<file path="config.mk">
export PLATFORM = sky130hd
export DESIGN_NAME = wb_traffic_master
export DESIGN_NICKNAME = d
export VERILOG_FILES = /design/src/rtl/wb_traffic_master.sv
export SDC_FILE = /design/constraint.sdc
export NUM_CORES = 1
export LEC_CHECK = 0
export BUFFER_PORTS_ARGS = -buffer_cell sky130_fd_sc_hd__buf_2
export CELL_PAD_IN_SITES_DETAIL_PLACEMENT = 1
export CELL_PAD_IN_SITES_GLOBAL_PLACEMENT = 2
export CORE_MARGIN = 2
export CORE_UTILIZATION = 23
export CTS_CLUSTER_DIAMETER = 80
export DETAILED_ROUTE_END_ITERATION = 12
export GPL_ROUTABILITY_DRIVEN = 0
export PLACE_DENSITY = 0.87
export SLEW_MARGIN = 20
export SYNTH_ARGS = -nofsm -noshare
export SYNTH_HDL_FRONTEND = slang
export SYNTH_SLANG_ARGS = --single-unit
</file>
<file path="constraint.sdc">
create_clock -name clk -period 2.5 [get_ports clk]
set_input_delay 0.375 -clock clk [delete_from_list [all_inputs] [get_ports clk]]
set_output_delay 0.375 -clock clk [all_outputs]
set_load 0.01 [all_outputs]
</file>
<file path="src/rtl/wb_traffic_master.sv">
// wb_traffic_master: Wishbone classic write/read-back traffic generator.
// Optional ack timeout: define WB_TRAFFIC_TIMEOUT_EN.
module wb_traffic_master #(
  parameter int unsigned BASE_ADDRESS   = 0,
  parameter int unsigned DATA_WIDTH     = 32,
  parameter int unsigned ADDR_WIDTH     = 32,
  parameter int unsigned DATA_COUNT     = 16,
  parameter int unsigned ADDR_STRIDE    = 1,
  parameter int unsigned PATTERN_BASE   = 0,
  parameter int unsigned PATTERN_STEP   = 32'h11111111,
  parameter int unsigned TIMEOUT_CYCLES = 64
) (
  input  logic                  clk,
  input  logic                  rst,
  input  logic                  start,
  input  logic                  mode,
  output logic                  busy,
  output logic                  done,
  output logic [15:0]           err_count,
  output logic                  cyc_o,
  output logic                  stb_o,
  output logic                  we_o,
  output logic [ADDR_WIDTH-1:0] adr_o,
  output logic [DATA_WIDTH-1:0] dat_o,
  input  logic                  ack_i,
  input  logic                  err_i,
  input  logic [DATA_WIDTH-1:0] dat_i
);

  localparam int unsigned IW =
    (DATA_COUNT > 1) ? $clog2(DATA_COUNT) : 1;

  typedef enum logic [2:0] {
    IDLE, WR_REQ, WR_WAIT, RD_REQ, RD_WAIT, GAP
  } state_t;

  state_t state, state_n;

  logic [IW-1:0]         idx, idx_n;
  logic                  run_mode, run_mode_n;
  logic                  last_wr, last_wr_n;
  logic                  busy_n, done_n;
  logic [15:0]           err_n;
  logic                  cyc_n, stb_n, we_n;
  logic [ADDR_WIDTH-1:0] adr_n;
  logic [DATA_WIDTH-1:0] dat_n;

  logic [ADDR_WIDTH-1:0] addr_k;
  logic [DATA_WIDTH-1:0] data_k;
  logic                  last;
  logic                  timeout;
  logic                  term;
  logic                  bad;

  assign addr_k = ADDR_WIDTH'(BASE_ADDRESS)
                + ADDR_WIDTH'(idx) * ADDR_WIDTH'(ADDR_STRIDE);
  assign data_k = DATA_WIDTH'(PATTERN_BASE)
                + DATA_WIDTH'(idx) * DATA_WIDTH'(PATTERN_STEP);
  assign last   = (idx == IW'(DATA_COUNT - 1));
  assign term   = ack_i | err_i | timeout;
  assign bad    = err_i | timeout;

`ifdef WB_TRAFFIC_TIMEOUT_EN
  localparam int unsigned TW = $clog2(TIMEOUT_CYCLES + 1);

  logic [TW-1:0] wcnt;
  logic          in_wait;

  assign in_wait = (state == WR_WAIT) || (state == RD_WAIT);
  assign timeout = in_wait &&
                   (wcnt == TW'(TIMEOUT_CYCLES - 1));

  // cycles spent waiting; cleared whenever not in a wait state
  always_ff @(posedge clk or negedge rst) begin
    if (!rst)         wcnt <= '0;
    else if (!in_wait) wcnt <= '0;
    else              wcnt <= wcnt + TW'(1);
  end
`else
  // no wait limit: a silent slave stalls the run
  assign timeout = (TIMEOUT_CYCLES == 0) & 1'b0;
`endif

  function automatic logic [15:0] sat_inc(input logic [15:0] v);
    return (v == 16'hFFFF) ? v : v + 16'd1;
  endfunction

  // state and all registered outputs
  always_ff @(posedge clk or negedge rst) begin
    if (!rst) begin
      state     <= IDLE;
      idx       <= '0;
      run_mode  <= 1'b0;
      last_wr   <= 1'b0;
      busy      <= 1'b0;
      done      <= 1'b0;
      err_count <= '0;
      cyc_o     <= 1'b0;
      stb_o     <= 1'b0;
      we_o      <= 1'b0;
      adr_o     <= '0;
      dat_o     <= '0;
    end else begin
      state     <= state_n;
      idx       <= idx_n;
      run_mode  <= run_mode_n;
      last_wr   <= last_wr_n;
      busy      <= busy_n;
      done      <= done_n;
      err_count <= err_n;
      cyc_o     <= cyc_n;
      stb_o     <= stb_n;
      we_o      <= we_n;
      adr_o     <= adr_n;
      dat_o     <= dat_n;
    end
  end

  // sequencing, bus request and checking
  always_comb begin
    state_n    = state;
    idx_n      = idx;
    run_mode_n = run_mode;
    last_wr_n  = last_wr;
    busy_n     = busy;
    done_n     = done;
    err_n      = err_count;
    cyc_n      = cyc_o;
    stb_n      = stb_o;
    we_n       = we_o;
    adr_n      = adr_o;
    dat_n      = dat_o;
    unique case (state)
      IDLE: begin
        if (start) begin
          run_mode_n = mode;
          err_n      = '0;
          done_n     = 1'b0;
          idx_n      = '0;
          busy_n     = 1'b1;
          state_n    = WR_REQ;
        end
      end
      WR_REQ: begin
        cyc_n   = 1'b1;
        stb_n   = 1'b1;
        we_n    = 1'b1;
        adr_n   = addr_k;
        dat_n   = data_k;
        state_n = WR_WAIT;
      end
      RD_REQ: begin
        cyc_n   = 1'b1;
        stb_n   = 1'b1;
        we_n    = 1'b0;
        adr_n   = addr_k;
        state_n = RD_WAIT;
      end
      WR_WAIT: begin
        if (term) begin
          cyc_n     = 1'b0;
          stb_n     = 1'b0;
          we_n      = 1'b0;
          last_wr_n = 1'b1;
          if (bad) err_n = sat_inc(err_count);
          state_n   = GAP;
        end
      end
      RD_WAIT: begin
        if (term) begin
          cyc_n     = 1'b0;
          stb_n     = 1'b0;
          we_n      = 1'b0;
          last_wr_n = 1'b0;
          if (bad || (dat_i != data_k))
            err_n = sat_inc(err_count);
          if (last) begin
            busy_n  = 1'b0;
            done_n  = 1'b1;
            state_n = IDLE;
          end else begin
            state_n = GAP;
          end
        end
      end
      GAP: begin
        if (last_wr) begin
          if (!run_mode) begin
            state_n = RD_REQ;
          end else if (last) begin
            idx_n   = '0;
            state_n = RD_REQ;
          end else begin
            idx_n   = idx + IW'(1);
            state_n = WR_REQ;
          end
        end else begin
          idx_n   = idx + IW'(1);
          state_n = run_mode ? RD_REQ : WR_REQ;
        end
      end
      default: state_n = IDLE;
    endcase
  end

endmodule

</file>
==> flow_summary.toml, run 1 <==
[clocking]
cts_tree = "done"
clockBufferDepth = 2
clkLatencyLatePin_ps = 270
cts_hold_buf = 0
cts_made_buffers = 5
cts_resized = 0
clk_pin_slew_ps = 60
cts_setup_buffers = 0
cts-root-buf = "clkbuf_16"
htreeDepth = 2
cts_sinks = 37

[synth]
synth.cell_area_mm2 = 0.00259
synth_cell_types = 46
synth_largest_area_cell = "dfrtp_1"
synthTopCellsByArea = "dfrtp_1, buf_4, o31ai_1"
synth-edff-count = 0
synth_top_area_share_pct = 35.7
seq_area_frac_synth_pct = 35.7
synthCells = 295
ys_ff_latch = 37
postSynthAreaPerCell_um2 = 8.79
synth_ff_type = "dfrtp_1"
async_reset_ff_share_pct = 100
ys_warn_count = 0

[timing]
finalMaxSlewViolations = 0
layout_min_cycle_time_ps = 2360
hold_violations = 0
clock_skew_ps = 4.30
slew-limit-headroom_pct = 42.3
setup_violations = 0
period_share_pct = 94.3
fin_tns_setup_ps = 0
tightest_slew_ps = 866
fmax_mhz = 424
rsz0062_at_grt = "no"

[routing]
viasPerCell = 4.78
vias = 2416
drtIter0Drc = 56
final_antenna_net_count = 0
routed_wl_mm = 7.16
wl_per_cell_um = 14.2
drc = 0
first_pass_iters = 4

[floorplan]
die_area_mm2 = 0.0121
die-height_um = 110
core-area_mm2 = 0.0109
io_pins = 123
die_w_um = 110
start_util_pct = 23.7
num_rows = 38

[worst_setup_path]
crit_required_ps = 2670
r2r_cells = 7
r2r-end = "err_count[3]"
end_kind = "flop"
crit_path_start_kind = "flop"
path_class = "reg -> reg"
rrSetupSlack_ps = 140
worstPathArrival_ps = 2530
critPathMaxFanout = 17
reg2reg_from = "state[0]"

[pwr]
power_density_mw_per_mm2 = 848
max-vdd-ir-drop_mv = 0.413
leakagePower_nw = 1.60

[run_status]
status = "finished, final reports clean"

[finish]
mostFrequentLayoutCells = "buf_2, dfrtp_1, conb_1, o31ai_1"
area_delta_synth_final_pct = 20.0
final_common_cell = "buf_2"
layout.cells.non_filler = 505
layout-drive-gt1-share_pct = 34.5
diodes = 0
nets = 405

[global_routing]
grt_pass1_wl_mm = 11.4
grt_max_degree = 38
grt_overflow_total = 0
grt_usage_pct = 11.9
antenna_found_initial = 0
grt_pass1_vias = 2337

[placed_design]
place_inst = 498
dp_hpwl_mm = 5.40
portBuffers = 94

[min_path]
worstHoldPathType = "in -> async"

[job]
cap_violations = 0
[cell type report]
type,count,area (µm²)
Clock buffer,5,125
Clock inverter,2,35.0
Fill cell,1344,7820
Inverter,6,22.5
Multi-Input combinational cell,209,1250
Sequential cell,37,926
Tap cell,140,175
Timing Repair Buffer,106,573
[cell usage after synthesis, types with 2 or more instances]
cell,n
or4_1,7
nor2_1,20
nor3_1,3
and4_1,4
a211oi_1,2
o31ai_1,25
xor2_1,2
buf_4,58
nand2b_1,3
o22ai_1,5
o21ai_0,10
o41ai_1,2
a21o_1,3
a21oi_1,12
mux2_2,10
buf_2,2
inv_1,6
nand4_1,5
clkbuf_1,8
and3_1,5
a31oi_1,5
nand2_1,20
nor2b_1,4
nand3_1,13
ha_1,2
o21ai_1,3
dfrtp_1,37
[routing by layer]
layer  share of wire [%]  global-route usage (%)  vias to the layer above
met5                   0                       0                        -
met4                 1.2                    2.23                        0
met3                 5.8                    2.65                        9
met2                  50                    21.1                       84
met1                  43                    14.7                     1191
li1                    -                       -                     1132
[cells by family (layout without fill, tap and decap cells)]
family          count (synthesis)  after routing  share of synthesized area, %
other cells                     1             28                         0.145
flops                          37             37                          35.7
mux                            10             10                          4.34
fa+ha+maj                       2              2                         0.965
compound gates                 74             74                          18.9
simple gates                   93             93                          19.5
xor+xnor                        2              2                         0.676
buf+inv                        76            119                          19.8
[flip-flops by register name, indices dropped and copies added (netlist names), 3 cells and up]
name       flops
dat_o          4
err_count     16
adr_o          4
state          3
idx            4
[stage by stage]
| step | utilization (%) | hold WS, ps | power (W) | cell area, µm² | worst slack (ps) |
|---|---|---|---|---|---|
| global route | 28.5 | 291 | 0.00284 | 3110 | 30.6 |
| detailed placement | 27.0 | 505 | 0.00196 | 2950 | 57.4 |
| global placement | 27.0 | 485 | 0.00191 | 2950 | 57.6 |
| finish | 28.5 | 212 | 0.00264 | 3110 | 142 |
| floorplan | - | 79.4 | 0.00165 | 2690 | 88.3 |
| CTS | 28.5 | 253 | 0.00266 | 3110 | 103 |
[worst max-delay path by stage]
| stage | depth (start not counted) | start | slack, ps | end |
|---|---|---|---|---|
| 3_5_place_dp | 8 | err_i | 60 | err_count[1] |
| 5_1_grt | 7 | state[0] | 30 | err_count[3] |
| 3_3_place_gp | 8 | err_i | 60 | err_count[8] |
| 2_1_floorplan | 10 | err_count[0] | 90 | err_count[10] |
| 4_1_cts | 7 | state[0] | 100 | err_count[1] |
| 6_report | 7 | state[0] | 140 | err_count[3] |
[power by group]
group	switching, W	internal [W]	leakage (nW)	total (W)
Sequential	0.000102	0.000705	0.498	0.000806
Combinational	0.000688	0.000448	1.02	0.00114
Clock	0.000232	0.000463	0.0797	0.000695
Total	0.00102	0.00162	1.60	0.00264
[critical path, cell delays in order, from the launching register on]
cell and delay (ps):
dfrtp_1 370, or4b_1 580, a211oi_1 240, o2111ai_1 240, nor4_4 340, buf_4 270
o31ai_1 120, o31ai_1 90
No activity file was read; power rests on OpenSTA's default activity.
==> run 2, diff against run 1 <==
--- a/config.mk
+++ b/config.mk
@@ -14,6 +14,8 @@
 export DETAILED_ROUTE_END_ITERATION = 12
 export GPL_ROUTABILITY_DRIVEN = 0
 export PLACE_DENSITY = 0.87
+export RECOVER_POWER = 25
+export SKIP_CTS_REPAIR_TIMING = 1
 export SLEW_MARGIN = 20
 export SYNTH_ARGS = -nofsm -noshare
 export SYNTH_HDL_FRONTEND = slang
==> run 2 against run 1 <==
Effect of this change: largest power group unchanged; the flow now finishes with violations (capacitance limit, slew limit); critical path type unchanged; via count about the same; sequential share of layout area barely moved; highest routed layer unchanged; non-clock buffer count unchanged.
==> flow_summary.toml, run 2 (synthesis gave the netlist of run 1 again) <==
[run_status]
status = "complete, but fails checks"
violations = "capacitance limit, slew limit"

[routing]
final_antenna_net_count = 0
drtIter0Drc = 56
met2_length_mm = 3.55
drc = 0
wl_met1_mm = 3.11
wl_met3_um = 413
vias = 2414
routed_wl_mm = 7.16
top_layer = "met4"
viasPerCell = 4.78
first_pass_iters = 4
wl_per_cell_um = 14.2

[floorplan]
num_rows = 38
start_util_pct = 23.7
io_pins = 123
die-height_um = 110
die_area_mm2 = 0.0121
core-area_mm2 = 0.0109
die_w_um = 110

[min_path]
whs_endpoint = "run_mode"
holdCritStartpoint = "mode"
min_delay_path_depth = 2
worstHoldPathType = "in -> reg"

[pwr]
pwr-share-seq_pct = 30.6
max-vdd-ir-drop_mv = 0.413
swShare_pct = 38.8
pwr-share-clk_pct = 26.4
intPower_w = 0.00162
pwr-share-comb_pct = 43.1
leakagePower_nw = 1.60
p_sw_w = 0.00102
power_density_mw_per_mm2 = 848

[timing]
layout_min_cycle_time_ps = 2360
setup_violations = 0
period_share_pct = 94.3
fin_tns_setup_ps = 0
fmax_mhz = 424
tightest_slew_ps = 2070
hold_violations = 0
slew-limit-headroom_pct = -38.1
rsz0062_at_grt = "no"
clock_skew_ps = 4.32
setup_slack_ps = 142
finalMaxSlewViolations = 38

[finish]
nFillCells = 1344
mostFrequentLayoutCells = "buf_2, dfrtp_1, conb_1, o31ai_1"
final_common_cell = "buf_2"
largest_register_ff_count = 16
layout.cells.non_filler = 505
nets = 405
top_register = "err_count"
area_delta_synth_final_pct = 20.0
layout-drive-gt1-share_pct = 34.2
diodes = 0

[placed_design]
dp_slack_ps = 57.4
place_inst = 498
portBuffers = 94
dp_hpwl_mm = 5.40

[worst_setup_path]
reg2reg_from = "state[0]"
path_class = "reg -> reg"
critPathSlowestCell = "or4b_1"
crit_path_start_kind = "flop"
worstPathArrival_ps = 2530
end_kind = "flop"
r2r_cells = 7
critPathMaxFanout = 17
path_common_cell = "o31ai_1"
path_cells = "or4b_1, a211oi_1, o2111ai_1, nor4_4, buf_4, o31ai_1, o31ai_1"
r2r-end = "err_count[3]"
crit_required_ps = 2670
cp_slowest_stage_delay_ps = 580
rrSetupSlack_ps = 140

[clocking]
cts_made_buffers = 5
clkLatencyLatePin_ps = 280
cts-root-buf = "clkbuf_16"
clockBufferDepth = 2
htreeDepth = 2
cts_tree = "done"
clk_pin_slew_ps = 60
cts_sinks = 37

[global_routing]
grt_pass1_vias = 2337
grt_pass1_wl_mm = 11.4
grt_overflow_total = 0
antenna_found_initial = 0
grt_usage_pct = 11.9
grt_max_degree = 38

[job]
cap_violations = 1
run 2: changes by cell type in the layout (fill, tap and decap cells not counted), sizes merged:
cell / delta
clkbuf: +1
buf: -1
run 2: worst max path at each step:
stage	startpoint	to	slack, ps
final	state[0]	err_count[3]	140
after global routing	state[0]	err_count[3]	30
after CTS	state[0]	err_count[1]	100
after detailed placement	err_i	err_count[1]	60
after global placement	err_i	err_count[8]	60
after floorplan	err_count[0]	err_count[10]	90
run 2: layout make-up:
| cell class | count | area [µm²] | share of cell area, % |
|---|---|---|---|
| Inverter | 6 | 22.5 | 0.724 |
| Tap cell | 140 | 175 | 5.63 |
| Clock buffer | 5 | 125 | 4.02 |
| Timing Repair Buffer | 106 | 572 | 18.4 |
| Multi-Input combinational cell | 209 | 1250 | 40.3 |
| Sequential cell | 37 | 926 | 29.8 |
| Clock inverter | 2 | 35.0 | 1.13 |
run 2: power groups by stage:
stage | registers [W] | logic [W] | clock network (W)
2_1_floorplan | 0.000839 | 0.000807 | 0
3_3_place_gp | 0.000810 | 0.00110 | 0
3_5_place_dp | 0.000818 | 0.00114 | 0
4_1_cts | 0.000809 | 0.00114 | 0.000712
5_1_grt | 0.000826 | 0.00127 | 0.000734
6_report | 0.000806 | 0.00114 | 0.000695
run 2: routing by layer:
metal / vias up / global-route usage, %
li1: 1132 / -
met1: 1187 / 14.7
met2: 86 / 21.1
met3: 9 / 2.65
met4: 0 / 2.23
met5: - / 0
run 2: through the flow:
| stage | hold slack [ps] | util (%) | cell area, µm² | total power, W |
|---|---|---|---|---|
| finish | 336 | 28.4 | 3110 | 0.00264 |
| global route | 332 | 28.4 | 3110 | 0.00283 |
| CTS | 253 | 28.5 | 3110 | 0.00266 |
| detailed placement | 505 | 27.0 | 2950 | 0.00196 |
| global placement | 485 | 27.0 | 2950 | 0.00191 |
| floorplan | 79.4 | - | 2690 | 0.00165 |
run 2: critical path, delay by kind of cell, from the launching register on:
| kind | cells | cell delay [ps] |
|---|---|---|
| and+or+nand+nor | 2 | 920 |
| AOI/OAI and AO/OA | 4 | 690 |
| DFF | 1 | 370 |
| buffers and inverters | 1 | 270 |
==> run 3, diff against run 2 <==
--- a/config.mk
+++ b/config.mk
@@ -9,11 +9,11 @@
 export CELL_PAD_IN_SITES_DETAIL_PLACEMENT = 1
 export CELL_PAD_IN_SITES_GLOBAL_PLACEMENT = 2
 export CORE_MARGIN = 2
-export CORE_UTILIZATION = 23
+export CORE_UTILIZATION = 28
 export CTS_CLUSTER_DIAMETER = 80
 export DETAILED_ROUTE_END_ITERATION = 12
 export GPL_ROUTABILITY_DRIVEN = 0
-export PLACE_DENSITY = 0.87
+export PLACE_DENSITY = 0.95
 export RECOVER_POWER = 25
 export SKIP_CTS_REPAIR_TIMING = 1
 export SLEW_MARGIN = 20
==> constraint.sdc (replaced) <==
create_clock -name clk -period 2.86 [get_ports clk]
set_input_delay 0.429 -clock clk [delete_from_list [all_inputs] [get_ports clk]]
set_output_delay 0.429 -clock clk [all_outputs]
set_load 0.01 [all_outputs]
==> run 3 against run 2 <==
Effect of this change: global-route usage up 2.6 points; the flow still finishes with violations (capacitance limit, slew limit); highest routed layer unchanged; final cell count down 6.1%; worst setup slack better by 290 ps; critical endpoint is now err_count[15]; sequential power is 12% lower; die area is 17% lower; routed wire length rose by 0.25%; clock power is 20% lower; utilization grew 4.6 points.
==> flow_summary.toml, run 3 (synthesis gave the netlist of run 1 again) <==
[finish]
mostFrequentLayoutCells = "buf_2, dfrtp_1, conb_1, o31ai_1"
final_common_cell = "buf_2"
largest_register_ff_count = 16
layout-drive-gt1-share_pct = 33.9
top_register = "err_count"
fin_util_pct = 33.1
diodes = 0
area_delta_synth_final_pct = 16.2
nets = 402

[routing]
drtIter0Drc = 53
wl_per_cell_um = 15.1
routed_wl_mm = 7.18
viasPerCell = 5.01
vias = 2377
final_antenna_net_count = 0
drc = 0
first_pass_iters = 4

[timing]
fin_tns_setup_ps = 0
layout_min_cycle_time_ps = 2430
clock_skew_ps = 5.87
fmax_mhz = 411
finalMaxSlewViolations = 38
period_share_pct = 85.0
setup_violations = 0
hold_violations = 0
tightest_slew_ps = 2050
slew-limit-headroom_pct = -36.6
rsz0062_at_grt = "no"
setup_slack_ps = 429

[worst_setup_path]
cp_slowest_stage_delay_ps = 440
path_cells = "ha_1, and3_1, and2_1, nand4_1, o21ai_1, or3_1, buf_4, o31ai_1"
crit_path_start_kind = "flop"
critPathSlowestCell = "dfrtp_1"
critPathMaxFanout = 15
path_class = "reg -> reg"
end_kind = "flop"
worstPathArrival_ps = 2630
crit_required_ps = 3060

[global_routing]
grt_usage_pct = 14.4
grt_pass1_vias = 2340
grt_overflow_total = 0
grt_max_degree = 38
grt_pass1_wl_mm = 11.8
antenna_found_initial = 0

[clocking]
clockBufferDepth = 2
cts_tree = "done"
cts_sinks = 37
htreeDepth = 2
cts_made_buffers = 5
clkLatencyLatePin_ps = 300
clk_pin_slew_ps = 80
cts-root-buf = "clkbuf_8"

[placed_design]
dp_hpwl_mm = 5.29
portBuffers = 94
dp_slack_ps = 355

[pwr]
pwr-share-comb_pct = 42.8
pwr-share-seq_pct = 32.1
intPower_w = 0.00133
swShare_pct = 40.2
max-vdd-ir-drop_mv = 0.253
p_sw_w = 0.000893
power_density_mw_per_mm2 = 737
pwr-share-clk_pct = 25.1
leakagePower_nw = 1.56

[run_status]
status = "complete, but fails checks"
violations = "capacitance limit, slew limit"

[min_path]
worstHoldPathType = "in -> reg"

[floorplan]
die-height_um = 100
start_util_pct = 28.5
io_pins = 123
num_rows = 35
core-area_mm2 = 0.00911
die_area_mm2 = 0.0100
die_w_um = 100

[job]
cap_violations = 1
## run 3: cell count changes in the layout (fill, tap and decap cells not counted)
| cell | delta |
|---|---|
| buf_12 | -1 |
| clkbuf_16 | -5 |
| clkbuf_8 | +5 |
| bufinv_16 | +1 |
| buf_4 | -2 |
## run 3: power by group through the flow
stage	Sequential [W]	Combinational, W	Clock (W)
detailed placement	0.000725	0.000953	0
finish	0.000713	0.000951	0.000557
global route	0.000733	0.00107	0.000592
CTS	0.000715	0.000959	0.000566
floorplan	0.000733	0.000705	0
global placement	0.000715	0.000925	0
## run 3: cell type report
class / count / area [µm²]
clock buffers: 5 / 68.8
inverters: 6 / 22.5
fillers: 1098 / 6100
multi-input cells: 209 / 1250
flip-flops and latches: 37 / 926
clock inverters: 3 / 65.1
repair buffers: 103 / 537
well taps: 111 / 139
## run 3: metrics by stage
stage          total power, W  hold WS, ps  cells  cell area (µm²)
2_1_floorplan         0.00144          133    322             2690
3_3_place_gp          0.00164          490    466             2880
3_5_place_dp          0.00168          496    466             2880
4_1_cts               0.00224          267    474             3010
5_1_grt               0.00239          355    474             3010
6_report              0.00222          360    474             3010
## run 3: worst paths after layout
check / startpoint / to / slack [ps] / cells past startpoint
max: err_count[0] / err_count[15] / 430 / 8
min: mode / run_mode / 360 / 2
max reg2reg: err_count[0] / err_count[15] / 430 / 8
min reg2reg: adr_o[3] / adr_o[3] / 510 / 1
max in group asynchronous: rst / state[0] / 980 / 1
min in group asynchronous: rst / dat_o[30] / 710 / 1
## run 3: worst max-delay path: cells and delay by family (launching register included)
kind	cells	cell delay [ps]
flops	1	440
compound gates	2	390
buf+inv	1	200
fa+ha+maj	1	260
simple gates	4	1030
## run 3: per-layer routing
metal | vias to the layer above | track usage (%) | share of wire, % | routed length, µm
met5 | - | 0 | 0 | 0
met4 | 0 | 3.06 | 0.92 | 66
met3 | 9 | 2.72 | 4.5 | 322
met2 | 75 | 25.5 | 51 | 3660
met1 | 1167 | 18.4 | 44 | 3130
li1 | 1126 | - | - | -
